===== src/rtl/zpu_irq_pkg.sv =====
// Shared definitions for the ZPU vectored interrupt controller: register map,
// request FSM encoding and the byte-lane merge used by every writable register.
package zpu_irq_pkg;

    localparam logic [5:0] REG_ENABLE  = 6'h00;
    localparam logic [5:0] REG_PENDING = 6'h01;
    localparam logic [5:0] REG_EDGE    = 6'h02;
    localparam logic [5:0] REG_ACTIVE  = 6'h03;
    localparam logic [5:0] REG_NEST    = 6'h04;
    localparam logic [5:0] REG_VECTOR  = 6'h10;

    localparam logic [4:0] IDLE_ID = 5'd31;

    typedef enum logic [1:0] {
        ST_IDLE,
        ST_REQ,
        ST_HOLD
    } irq_state_e;

    function automatic logic [31:0] byte_mask(input logic [3:0] sel);
        return {{8{sel[3]}}, {8{sel[2]}}, {8{sel[1]}}, {8{sel[0]}}};
    endfunction

    function automatic logic [31:0] wb_merge(input logic [31:0] old_val,
                                             input logic [31:0] wr_val,
                                             input logic [3:0]  sel);
        return (old_val & ~byte_mask(sel)) | (wr_val & byte_mask(sel));
    endfunction

endpackage


===== src/rtl/zpu_irq_prio_enc.sv =====
// Fixed-priority encoder, lowest index wins; purely combinational, no backpressure.
module zpu_irq_prio_enc #(
    parameter int NUM_IRQ = 8
) (
    input  logic [NUM_IRQ-1:0] req,
    output logic               vld,
    output logic [4:0]         id
);

    always_comb begin
        vld = 1'b0;
        id  = 5'd0;
        for (int i = NUM_IRQ - 1; i >= 0; i--) begin
            if (req[i]) begin
                vld = 1'b1;
                id  = 5'(i);
            end
        end
    end

endmodule


===== src/rtl/zpu_irq_ctrl.sv =====
// Nested vectored interrupt controller for the ZPU core; edge-to-cpu_irq latency 2 cycles.
// Wishbone slave never stalls and acks every accepted access one cycle later.
module zpu_irq_ctrl
    import zpu_irq_pkg::*;
#(
    parameter int NUM_IRQ           = 8,
    parameter int pc_bit_size       = 25,
    parameter int MAX_NEST          = 4,
    parameter int RESET_VECTOR_BASE = 32
) (
    input  logic                   clk,
    input  logic                   rst,
    input  logic [NUM_IRQ-1:0]     irq_src,
    input  logic [7:0]             wb_adr,
    input  logic [31:0]            wb_in,
    output logic [31:0]            wb_out,
    input  logic [3:0]             wb_sel,
    input  logic                   wb_we,
    input  logic                   wb_cyc,
    input  logic                   wb_stb,
    output logic                   wb_ack,
    output logic                   wb_stall,
    output logic                   cpu_irq,
    output logic [pc_bit_size-1:0] interuptadr,
    input  logic                   interrutack,
    input  logic                   exitint,
    output logic [4:0]             active_id
);

    logic                   accept, wr_en, push, pop, win_ok;
    logic [5:0]             wb_word;
    logic                   unused_adr;
    logic [NUM_IRQ-1:0]     enable_q, enable_d, edge_q, edge_d, irq_prev_q;
    logic [NUM_IRQ-1:0]     pend_edge_q, pend_edge_d, active_q, active_d;
    logic [NUM_IRQ-1:0]     pending, eligible, prio_mask, rise, w1c, ack_clr;
    logic [4:0]             stack_q [MAX_NEST];
    logic [4:0]             stack_d [MAX_NEST];
    logic [3:0]             nest_q, nest_d;
    logic [pc_bit_size-1:0] vector_q [NUM_IRQ];
    logic [pc_bit_size-1:0] vector_d [NUM_IRQ];
    logic [4:0]             top_id, enc_id, win_id_q;
    logic                   enc_vld;
    logic [pc_bit_size-1:0] enc_vector, interuptadr_q;
    irq_state_e             state_q;
    logic                   cpu_irq_q, wb_ack_q;
    logic [31:0]            wb_out_q, wb_out_d, rd_dat;

    assign accept     = wb_cyc & wb_stb;
    assign wr_en      = accept & wb_we;
    assign wb_word    = wb_adr[7:2];
    assign unused_adr = ^wb_adr[1:0];

    always_comb begin
        top_id = IDLE_ID;
        for (int k = 0; k < MAX_NEST; k++) begin
            if (nest_q == 4'(k + 1)) top_id = stack_q[k];
        end
    end

    // Only channels strictly more urgent than the one in service may pre-empt it.
    always_comb begin
        for (int i = 0; i < NUM_IRQ; i++) begin
            prio_mask[i] = (nest_q == 4'd0) || (5'(i) < top_id);
        end
    end

    assign pending  = (pend_edge_q & edge_q) | (irq_src & ~edge_q);
    assign eligible = (nest_q == 4'(MAX_NEST)) ? '0
                    : (pending & enable_q & ~active_q & prio_mask);
    assign win_ok   = |(eligible & (NUM_IRQ'(1) << win_id_q));

    zpu_irq_prio_enc #(.NUM_IRQ(NUM_IRQ)) u_prio_enc (
        .req (eligible),
        .vld (enc_vld),
        .id  (enc_id)
    );

    always_comb begin
        enc_vector = '0;
        for (int n = 0; n < NUM_IRQ; n++) begin
            if (5'(n) == enc_id) enc_vector = vector_q[n];
        end
    end

    assign push = (state_q == ST_REQ) && interrutack;
    assign pop  = exitint && (nest_q != 4'd0);

    // A same-cycle return and accept pops first so the new channel lands on the freed slot.
    always_comb begin
        stack_d  = stack_q;
        active_d = active_q;
        nest_d   = nest_q;
        if (pop) begin
            nest_d = nest_q - 4'd1;
            for (int i = 0; i < NUM_IRQ; i++) begin
                if (5'(i) == top_id) active_d[i] = 1'b0;
            end
        end
        if (push) begin
            for (int k = 0; k < MAX_NEST; k++) begin
                if (4'(k) == nest_d) stack_d[k] = win_id_q;
            end
            for (int i = 0; i < NUM_IRQ; i++) begin
                if (5'(i) == win_id_q) active_d[i] = 1'b1;
            end
            nest_d = nest_d + 4'd1;
        end
    end

    assign rise    = irq_src & ~irq_prev_q & edge_q;
    assign w1c     = (wr_en && wb_word == REG_PENDING) ? NUM_IRQ'(wb_in & byte_mask(wb_sel)) : '0;
    assign ack_clr = push ? (NUM_IRQ'(1) << win_id_q) : '0;

    always_comb begin
        pend_edge_d = (pend_edge_q & ~w1c & ~ack_clr) | rise;
        enable_d    = enable_q;
        edge_d      = edge_q;
        vector_d    = vector_q;
        if (wr_en && wb_word == REG_ENABLE) enable_d = NUM_IRQ'(wb_merge(32'(enable_q), wb_in, wb_sel));
        if (wr_en && wb_word == REG_EDGE)   edge_d   = NUM_IRQ'(wb_merge(32'(edge_q), wb_in, wb_sel));
        for (int n = 0; n < NUM_IRQ; n++) begin
            if (wr_en && wb_word == REG_VECTOR + 6'(n)) begin
                vector_d[n] = pc_bit_size'(wb_merge(32'(vector_q[n]), wb_in, wb_sel));
            end
        end
    end

    always_comb begin
        rd_dat = '0;
        case (wb_word)
            REG_ENABLE:  rd_dat = 32'(enable_q);
            REG_PENDING: rd_dat = 32'(pending);
            REG_EDGE:    rd_dat = 32'(edge_q);
            REG_ACTIVE:  rd_dat = 32'(active_q);
            REG_NEST:    rd_dat = 32'(nest_q);
            default: begin
                for (int n = 0; n < NUM_IRQ; n++) begin
                    if (wb_word == REG_VECTOR + 6'(n)) rd_dat = 32'(vector_q[n]);
                end
            end
        endcase
        wb_out_d = (accept && !wb_we) ? rd_dat : '0;
    end

    always_ff @(posedge clk or negedge rst) begin
        if (!rst) begin
            enable_q    <= '0;
            edge_q      <= '0;
            irq_prev_q  <= '0;
            pend_edge_q <= '0;
            active_q    <= '0;
            nest_q      <= '0;
            wb_ack_q    <= 1'b0;
            wb_out_q    <= '0;
            for (int k = 0; k < MAX_NEST; k++) stack_q[k] <= '0;
            for (int n = 0; n < NUM_IRQ; n++) vector_q[n] <= pc_bit_size'(RESET_VECTOR_BASE + 32 * n);
        end else begin
            enable_q    <= enable_d;
            edge_q      <= edge_d;
            irq_prev_q  <= irq_src;
            pend_edge_q <= pend_edge_d;
            active_q    <= active_d;
            nest_q      <= nest_d;
            wb_ack_q    <= accept;
            wb_out_q    <= wb_out_d;
            stack_q     <= stack_d;
            vector_q    <= vector_d;
        end
    end

    // The vector is captured at request time so software rewrites cannot glitch an open request.
    always_ff @(posedge clk or negedge rst) begin
        if (!rst) begin
            state_q       <= ST_IDLE;
            win_id_q      <= '0;
            cpu_irq_q     <= 1'b0;
            interuptadr_q <= '0;
        end else begin
            case (state_q)
                ST_IDLE: begin
                    if (enc_vld) begin
                        state_q       <= ST_REQ;
                        win_id_q      <= enc_id;
                        interuptadr_q <= enc_vector;
                        cpu_irq_q     <= 1'b1;
                    end
                end
                ST_REQ: begin
                    if (interrutack) begin
                        state_q   <= ST_HOLD;
                        cpu_irq_q <= 1'b0;
                    end else if (!win_ok) begin
                        state_q   <= ST_IDLE;
                        cpu_irq_q <= 1'b0;
                    end
                end
                ST_HOLD: state_q <= ST_IDLE;
                default: begin
                    state_q   <= ST_IDLE;
                    cpu_irq_q <= 1'b0;
                end
            endcase
        end
    end

    assign cpu_irq     = cpu_irq_q;
    assign interuptadr = interuptadr_q;
    assign wb_ack      = wb_ack_q;
    assign wb_out      = wb_out_q;
    assign wb_stall    = 1'b0;
    assign active_id   = top_id;

endmodule


===== config.mk =====
export PLATFORM = sky130hd
export DESIGN_NAME = zpu_irq_ctrl
export DESIGN_NICKNAME = d
export VERILOG_FILES = /design/src/rtl/zpu_irq_pkg.sv /design/src/rtl/zpu_irq_prio_enc.sv /design/src/rtl/zpu_irq_ctrl.sv
export SDC_FILE = /design/constraint.sdc
export NUM_CORES = 1
export LEC_CHECK = 0
export ABC_AREA = 1
export CAP_MARGIN = 20
export CORE_ASPECT_RATIO = 2
export CORE_MARGIN = 2
export CORE_UTILIZATION = 52
export DETAILED_ROUTE_END_ITERATION = 6
export GPL_ROUTABILITY_DRIVEN = 1
export MAX_ROUTING_LAYER = met4
export PLACE_DENSITY = 0.75
export SYNTH_ARGS = -nofsm -noshare
export SYNTH_HDL_FRONTEND = slang
export SYNTH_SLANG_ARGS = --single-unit

===== constraint.sdc =====
create_clock -name clk -period 2.56 [get_ports clk]
set_clock_uncertainty 0.05 [all_clocks]
set_input_delay 0.512 -clock clk [delete_from_list [all_inputs] [get_ports clk]]
set_output_delay 0.512 -clock clk [all_outputs]
set_load 0.005 [all_outputs]

==> flow_summary.ini <==
[outcome]
status = finished, violations left
violations = negative setup slack

[critical_path]
reg2reg_setup_slack_ns = -0.66
worst_path_max_delay_cell = dfrtp_2
start_kind = register
crit_path_end = interuptadr[8]$_DFFE_PN0P_
worst-setup-path-type = reg2reg
startpoint = nest_q[1]$_DFF_PN0_
rr_endpoint = interuptadr[8]$_DFFE_PN0P_
r2r_start = nest_q[1]$_DFF_PN0_
arrival_ns = 3.70
crit_path_frequent_cell = nand2_4
critPathMaxFanout = 8
cp.required_ns = 3.04
path_cells = inv_4 > ha_4 > nand2_4 > nor2_4 > inv_4 > or2_1 > nand2_2 > nand4_1 > nand2_2 > nand2_4 > clkinv_4 > nand2_4 > a21oi_4 > buf_12 > nand3_4 > buf_6 > buf_12 > nor2_1 > nor2_1 > nand4_1 > nand2_1 > nand2_1
max_stage_delay_ns = 0.46
r2r_cells = 22
critPathCaptureType = register

[sta]
slew_viol_final = 0
fmax_mhz = 310
setup_viol = 35
period_needed_ns = 3.22
worst_pin_slew_ns = 0.859
grt_setup_unrepaired = yes
slew_headroom_pct = 42.4
final-hold-violation-count = 0
timing.hold.ws_ns = 0.352
layout_setup_ws_ns = -0.663
period_share_pct = 126

[synthesis]
synthCells = 1903
syn_area_per_cell_um2 = 8.16
yosysWarnings = 0
seq_area_frac_synth_pct = 50.5
synth_cell_type_count = 49
synth_flop_cell = dfrtp_1
synth_edf_count = 0
async_reset_ff_share_pct = 100
synthTopCellsByArea = dfrtp_1 48%, nand2_1 12%, o21ai_0 8.7%
yosys.area.top_type_share_pct = 48.3
ys_ff_latch = 313
netlist_area_um2 = 15500
synth_top_area_cell = dfrtp_1

[grt]
track_usage_pct = 41.7
gr-total-overflow = 0
first_global_vias = 16400
grt_max_degree = 82
grt_antenna_before_repair = 1
grt_pass1_wl_mm = 96.3

[clocking]
clk_pin_slew_ns = 0.07
clock-sinks = 313
clock_latency_ns = 0.59
cts_inserted_buffers = 28
tritoncts = built
clk_path_buf_depth = 3
h-tree-depth = 1
root_buffer = clkbuf_16

[placed_design]
placed_cells = 2503
gp_congestion = 1.05
portBuffers = 106
hpwl_mm = 43.4

[route]
first_iter_violations = 1503
dr.pass1.iters = 6
antenna_left = 0
vias = 16000
avgRoutedWirePerCell_um = 24.0
wirelength_mm = 62.9
vias_per_cell = 6.10
drc = 0

[run]
maxCapViolations = 0

[die]
num_io_pins = 124
core_um2 = 29500
die_w_um = 126
start_util_pct = 52.7
die_h_um = 248
die-area_um2 = 31400
rows = 89

[final_layout]
areaGrowthSynthToFinish_pct = 36.1
final_nets = 2295
postLayoutCoreUtil_pct = 71.7
final_cells = 2616
drive_gt1_share_pct = 22.3

[power]
power_per_cell_area_nw_per_um2 = 649
switching_share_pct = 30.7
power_leakage_nw = 9.71
p_int_w = 0.00951
pwr-share-seq_pct = 39.7
vdd_drop_max_uv = 591
power_switching_w = 0.00421
clkPwrFrac_pct = 33.0
combPwrFrac_pct = 27.3

[hold_path]
hold_path_class = in2async
==> power by group through the flow <==
stage,clock network (W),registers (W),logic (W)
4_1_cts,0.00454,0.00543,0.00344
3_5_place_dp,0,0.00551,0.00273
3_3_place_gp,0,0.00550,0.00267
5_1_grt,0.00474,0.00546,0.00398
2_1_floorplan,0,0.00545,0.00124
6_report,0.00453,0.00545,0.00375
==> how the worst min path moves through the flow <==
stage	endpoint	from	cells past startpoint
finish	async pin	rst	2
global route	async pin	rst	2
CTS	async pin	rst	2
detailed placement	async pin	rst	1
global placement	pend_edge_q[6]$_DFF_PN0_	irq_prev_q[6]$_DFF_PN0_	1
floorplan	async pin	rst	0
==> final cells by class <==
class | count | area (um2)
antenna | 2 | 5.00
fill | 2204 | 8360
multi-input combinational | 1312 | 7150
tap | 364 | 455
inverter | 177 | 703
clock buffer | 43 | 847
timing repair buffer | 396 | 4010
sequential | 313 | 7850
clock inverter | 9 | 131
==> cell families after synthesis <==
kind of cell,after synthesis,synth area share [%]
simple gates,823,23.2
compound gates,466,17.4
flops,313,50.5
buf+inv,285,7.86
fa+ha+maj,8,0.644
xor+xnor,4,0.226
mux,3,0.193
other cells,1,0.0241
==> cell usage after synthesis, drive strengths merged, types with 8 or more instances <==
master	instances
a21oi	55
a221oi	24
a22oi	18
buf	45
clkbuf	63
dfrtp	300
dfstp	13
ha	8
inv	174
nand2	523
nand3	56
nand4	110
nor2	104
nor3	18
nor4	8
o211ai	41
o21ai	294
==> critical path: cells and delay by family, from the launching register on <==
family / cells / cell delay, ns
AND/OR/NAND/NOR: 14 / 1.54
buffers and inverters: 6 / 0.71
flip-flops: 1 / 0.46
AO/OA/AOI/OAI: 1 / 0.23
adder cells (fa/ha/maj): 1 / 0.15
==> placed cells by master (no fill, tap or decap), types with 19 or more instances in the layout <==
cell	synthesis	routed
dfrtp_1	300	299
o211ai_1	41	41
nand2_1	514	491
a221oi_1	24	24
nor2_1	96	67
buf_4	13	208
buf_12	0	33
buf_6	10	36
o21ai_0	271	267
a21oi_1	51	46
nor2_2	5	19
clkbuf_16	0	29
clkdlybuf4s50_1	0	101
nand4_1	110	110
inv_1	168	160
nand3_1	54	39
==> stage by stage <==
stage	total power (W)	setup WS [ns]	instance area (um2)	TNS, ns
after floorplan	0.00668	-0.238	15600	-5.51
after global placement	0.00817	-1.16	18600	-52.55
after detailed placement	0.00824	-1.15	18600	-54.10
after CTS	0.0134	-0.497	20800	-13.97
after global routing	0.0142	-0.778	21100	-21.07
final	0.0137	-0.663	21200	-17.19
==> timing repair <==
action                                  CTS  global route
buffers inserted                         48            12
hold buffers                              1             0
pin swaps                                38            28
endpoints found under the setup margin   38            81
endpoints found under the hold margin    34             0
gates cloned                              9             1
gates resized for setup                 176            79
==> layer usage <==
metal  track usage [%]  vias up  wire [um]
met5                 -        -          0
met4              36.3        0       7400
met3              7.85      367       4190
met2              68.9      862      31700
met1              41.3     7643      19600
li1                  -     7088          -
Note: power is estimated with default switching activity, not from simulation.
==> edit 1, RTL diff (same flow settings) <==
The parameter `MAX_NEST` goes from 4 to 2.
--- a/src/rtl/zpu_irq_ctrl.sv
+++ b/src/rtl/zpu_irq_ctrl.sv
@@ -5,7 +5,7 @@
 #(
     parameter int NUM_IRQ           = 8,
     parameter int pc_bit_size       = 25,
-    parameter int MAX_NEST          = 4,
+    parameter int MAX_NEST          = 2,
     parameter int RESET_VECTOR_BASE = 32
 ) (
     input  logic                   clk,
Formal check against the unedited RTL: same outputs for any inputs over 4 cycles, from zero or initial values and one cycle with rst low; that may be too few to reach the edited logic, so the function may still have changed.
==> edit 1 against the unedited design <==
- the flow still finishes with violations (setup timing)
- hold slack worse by 0.0035 ns
- die area is 1.8% lower
- clock power is 12% higher
- non-clock buffer count is 50 lower
- final area is 4.9% lower
- routed wire length is 7.3% lower
- worst setup slack better by 0.31 ns
- sequential cell count is 6 lower
- count of clock-buffer cells in the layout is 13 lower
- power is 6.7% lower
- global-route usage is 3.3 points lower
- maximum frequency is 11% higher
- area after synthesis is 1.8% lower
==> edit 1: results (changes against the unedited design) <==
[timing]
hold_slack_ns=0.348  ; -0.00346 ns
setup_viol=32  ; -8.6%
worstMarginPinSlew_ns=0.602  ; -0.257 ns
worst_slack_ns=-0.353  ; +0.310 ns
fin_tns_setup_ns=-8.36  ; +8.82 ns

[yosys]
synth_area_leaders=dfrtp_1 48%, nand2_1 12%, o21ai_0 9.0%, nand4_1 4.6%, inv_1 3.9%
yosysUniqueCellTypes=44  ; -10%
ys_seq_area_share_pct=50.5  ; about the same
synthArstFlopShare_pct=100  ; unchanged
yosysWarningCount=0  ; unchanged
ys_top_cells_by_count=506 x nand2_1, 294 x dfrtp_1, 273 x o21ai_0
synthCells=1866  ; -1.9%

[layout]
layout-drive-gt1-share_pct=19.0  ; -3.3 points
final_cells=2524  ; -3.5%
fillers=2270  ; +3.0%
final_nets=2207  ; -3.8%

[clock_tree]
cts_made_buffers=28  ; unchanged
h-tree-depth=1  ; unchanged
clk_path_buf_depth=3  ; unchanged
clk_pin_slew_ns=0.07  ; about the same
clk_latency_ns=0.59  ; about the same
cts-root-buf=clkbuf_16

[drt]
wl_per_cell_um=23.1  ; -3.9%
drt-pass1-iter-count=6  ; unchanged
viasPerCell=6.05  ; -0.87%
drt_iter0_drc=1880  ; +25%

[power]
ir_drop_uv=663  ; +12%
leakage_nw=9.25  ; -4.7%
power.density_mw_per_mm2=636  ; -1.9%

[global_route]
track_usage_pct=38.4  ; -3.3 points
grt_max_degree=81  ; -1.2%
grt_pass1_vias=15242  ; -7.0%
grt_pass1_wl_mm=87.6  ; -9.1%
antenna_found_initial=0  ; -1

[outcome]
violations=setup timing
outcome=complete, but fails checks

[setup_path]
critPathSlowestCell=dfrtp_1
crit_family=simple AND/OR/NAND/NOR gates
r2r-start=nest_q[0]
rr_endpoint=interuptadr[24]
critPathMaxFanout=9  ; +1
critPathMaxStageDelay_ns=0.41  ; -0.05 ns
reg2regPathDepth=20  ; -9.1%

[placement]
pre_cts_ws_ns=-0.755  ; +0.394 ns
post-dp-hpwl_mm=41.4  ; -4.5%
gp_congestion=1.08  ; +3.0%
placed_area_mm2=0.0182  ; -2.3%
io_buffers=106  ; unchanged
placed_cells=2440  ; -2.5%

[min_path]
worstHoldStart=irq_src[7]
hold_class=primary input to flip-flop
holdPathStages=1
min_to=irq_prev_q[7]

edit 1: cell count changes after synthesis, moves of 5 or more:
| cell | change |
|---|---|
| buf_1 | +5 |
| inv_1 | -8 |
| buf_2 | -5 |
| nor4_1 | -5 |
| nand2_1 | -8 |
| a22oi_1 | -5 |
| nor2_2 | -5 |
| dfrtp_1 | -6 |
edit 1: how the worst max path moves through the flow:
stage                     slack (ns)  startpoint               to
after floorplan                0.003   nest_q[1]  interuptadr[13]
after global placement         -0.75  irq_src[7]  interuptadr[19]
after detailed placement       -0.75  irq_src[6]  interuptadr[17]
after CTS                      -0.30   nest_q[1]     active_id[2]
after global routing           -0.51   nest_q[0]  interuptadr[22]
final                          -0.35   nest_q[0]  interuptadr[24]
edit 1: cell type report:
| class | count | area share (%) |
|---|---|---|
| clock buffers | 30 | 3.62 |
| well taps | 360 | 2.24 |
| inverters | 171 | 3.30 |
| clock inverters | 22 | 1.94 |
| repair buffers | 346 | 17.0 |
| flip-flops and latches | 307 | 38.3 |
| multi-input cells | 1287 | 33.6 |
| diodes | 1 | 0.0124 |
edit 1: cell families (layout without fill, tap and decap cells):
| family | after synthesis | in the layout | share of synthesized area, % |
|---|---|---|---|
| simple gates | 811 | 811 | 23.6 |
| compound gates | 452 | 452 | 17.0 |
| flops | 307 | 307 | 50.5 |
| buf+inv | 279 | 569 | 7.77 |
| fa+ha+maj | 7 | 7 | 0.574 |
| xor+xnor | 5 | 5 | 0.287 |
| mux | 4 | 4 | 0.263 |
| other cells | 1 | 9 | 0.0246 |
edit 1: repair_timing:
item / in CTS / in global routing
endpoints found under the setup margin: 36 / 46
gates resized for setup: 71 / 81
gates cloned: 0 / 4
hold buffers: 1 / 0
endpoints found under the hold margin: 42 / 0
pin swaps: 17 / 47
setup buffers: 13 / 15
edit 1: routing by layer:
metal	global-route usage, %	part of all wire (%)	vias to the layer above
li1	-	-	6861
met1	37.3	32	7172
met2	64.7	50	874
met3	5.60	6.0	357
met4	36.3	12	0
met5	-	0	-
edit 1: power by group:
| part | switching [mW] | internal (mW) |
|---|---|---|
| Clock | 2.06 | 3.01 |
| Sequential | 0.227 | 5.09 |
| Combinational | 1.36 | 1.05 |
edit 1: worst reg2reg max path, cell delays in order (launching register included):
cell     delay [ns]
dfrtp_1        0.41
inv_2          0.10
ha_4           0.23
o21ai_4        0.10
inv_2          0.09
nand2_4        0.08
nor2_8         0.20
nand2_4        0.09
nand3_4        0.11
nand2_4        0.07
nor2_4         0.14
o21ai_4        0.09
buf_12         0.15
buf_4          0.14
nor3_4         0.21
buf_6          0.14
buf_6          0.13
nand2_1        0.06
nand4_1        0.15
nand2_1        0.07
nand2_1        0.06
==> edit 2, RTL diff (same settings) <==
Without the edit above. The 3 states of `irq_state_e` get a one-hot encoding in 3 bits.
--- a/src/rtl/zpu_irq_pkg.sv
+++ b/src/rtl/zpu_irq_pkg.sv
@@ -11,10 +11,10 @@
 
     localparam logic [4:0] IDLE_ID = 5'd31;
 
-    typedef enum logic [1:0] {
-        ST_IDLE,
-        ST_REQ,
-        ST_HOLD
+    typedef enum logic [2:0] {
+        ST_IDLE = 3'b001,
+        ST_REQ  = 3'b010,
+        ST_HOLD = 3'b100
     } irq_state_e;
 
     function automatic logic [31:0] byte_mask(input logic [3:0] sel);
Check against the original RTL: no difference found for any inputs over 4 cycles, from zero or initial values and one cycle with rst low; so few cycles prove little.
==> edit 2 against the unedited design <==
- the run ends with DRC, setup timing left
- worst setup slack got worse by 0.19 ns
- die area rose by 0.23%
- final area rose by 1.9%
- hold slack got worse by 0.020 ns
- area after synthesis rose by 0.24%
- sequential share of layout area fell by 0.57 points
- routed wire length rose by 7.6%
- sequential cell count rose by 1
- power rose by 1.9%
- largest cell class unchanged
- highest routed layer unchanged
==> edit 2: results (changes against the unedited design) <==
[outcome]
outcome=complete, but fails checks
violations=DRC, setup timing

[global_route]
grt_pass1_wl_mm=97.8  ; +1.6%
grtUsageMet2_pct=72.8  ; +4.0 points
grt_pass1_vias=16366  ; -0.18%
antenna_found_initial=0  ; -1
track_usage_pct=43.1  ; +1.4 points
use_met3_pct=7.30  ; -0.55 points
grt_max_degree=68  ; -17%
met1_usage_pct=39.7  ; -1.6 points

[drt]
met3_length_mm=4.60  ; +9.7%
drc_errors=14  ; +14
drt-met1-wl_mm=19.9  ; +1.7%
drt_iter0_drc=1690  ; +12%
drt-pass1-iter-count=7  ; +1
routed_wirelength_mm=67.6  ; +7.6%
dr_total_vias=16712  ; +4.7%
dr_wl_met2_mm=33.9  ; +7.0%

[yosys]
yosysWarningCount=0  ; unchanged
synth_area_per_cell_um2=8.10  ; -0.80%
synthAdderAreaFrac_pct=0.643  ; -0.0016 points
synth-xor-area-share_pct=0.225  ; -0.00054 points
synth_area_leaders=dfrtp_1 48%, nand2_1 13%, o21ai_0 9.0%, nand4_1 4.8%, inv_1 3.8%
synth_compound_area_share_pct=17.1  ; -0.31 points
ys_top_cells_by_count=525 x nand2_1, 300 x dfrtp_1, 281 x o21ai_0
ys_seq_area_share_pct=50.6  ; about the same
synth_top_flop_cell=dfrtp_1
synth.area.mux_share_pct=0.137  ; -0.057 points
yosysMostFrequentCell=nand2_1

[clock_tree]
clk_path_buf_depth=3  ; unchanged
cts_setup_buffers=35  ; -27%
cts_resized=119  ; -32%
clk_latency_ns=0.60

[power]
leakage_nw=10.0  ; +3.0%
power.density_mw_per_mm2=648  ; about the same
ir_drop_uv=646  ; +9.3%
p_switching_mw=4.48  ; +6.4%
p_comb_share_pct=28.2  ; +0.9 points

[timing]
worst_slack_ns=-0.855  ; -0.192 ns
setup_viol=37  ; +5.7%
worstMarginPinSlew_ns=0.978  ; +0.119 ns
period_needed_ns=3.41  ; +0.192 ns
fin_tns_setup_ns=-23.88  ; -6.69 ns

[layout]
fillers=2247  ; +2.0%
final_nets=2356  ; +2.7%
layout-drive-gt1-share_pct=24.3  ; +2.0 points
diodes=0  ; -2
final_cells=2675  ; +2.3%

[setup_path]
crit_arrival_ns=3.85  ; +0.15 ns
critPathMaxStageDelay_ns=0.42  ; -0.04 ns

[min_path]
hold_class=primary input to flip-flop

[placement]
placed_area_mm2=0.0190  ; +2.0%
io_buffers=106  ; unchanged
gp_congestion=1.07  ; +1.8%
pre_cts_ws_ns=-1.05  ; +0.102 ns
placed_cells=2557  ; +2.2%
post-dp-hpwl_mm=47.4  ; +9.2%

==> edit 2: layout make-up <==
cell class | instances | area (um^2) | share of cell area [%]
Clock buffer | 40 | 837 | 3.88
Clock inverter | 12 | 129 | 0.598
Inverter | 174 | 666 | 3.09
Multi-Input combinational cell | 1337 | 7250 | 33.6
Sequential cell | 314 | 7880 | 36.5
Tap cell | 364 | 455 | 2.11
Timing Repair Buffer | 434 | 4350 | 20.2
==> edit 2: worst paths after layout <==
| check | from | to | slack (ns) | cells past startpoint |
|---|---|---|---|---|
| worst max register to register | nest_q[1] | interuptadr[23] | -0.85 | 18 |
| max in group asynchronous | rst | state_q[0] | 1.29 | 3 |
| worst max-delay path | nest_q[1] | interuptadr[23] | -0.85 | 18 |
| worst min-delay path | irq_src[1] | irq_prev_q[1] | 0.33 | 1 |
| min in group asynchronous | rst | interuptadr[18] | 0.38 | 2 |
| worst min register to register | irq_prev_q[1] | pend_edge_q[1] | 0.38 | 1 |
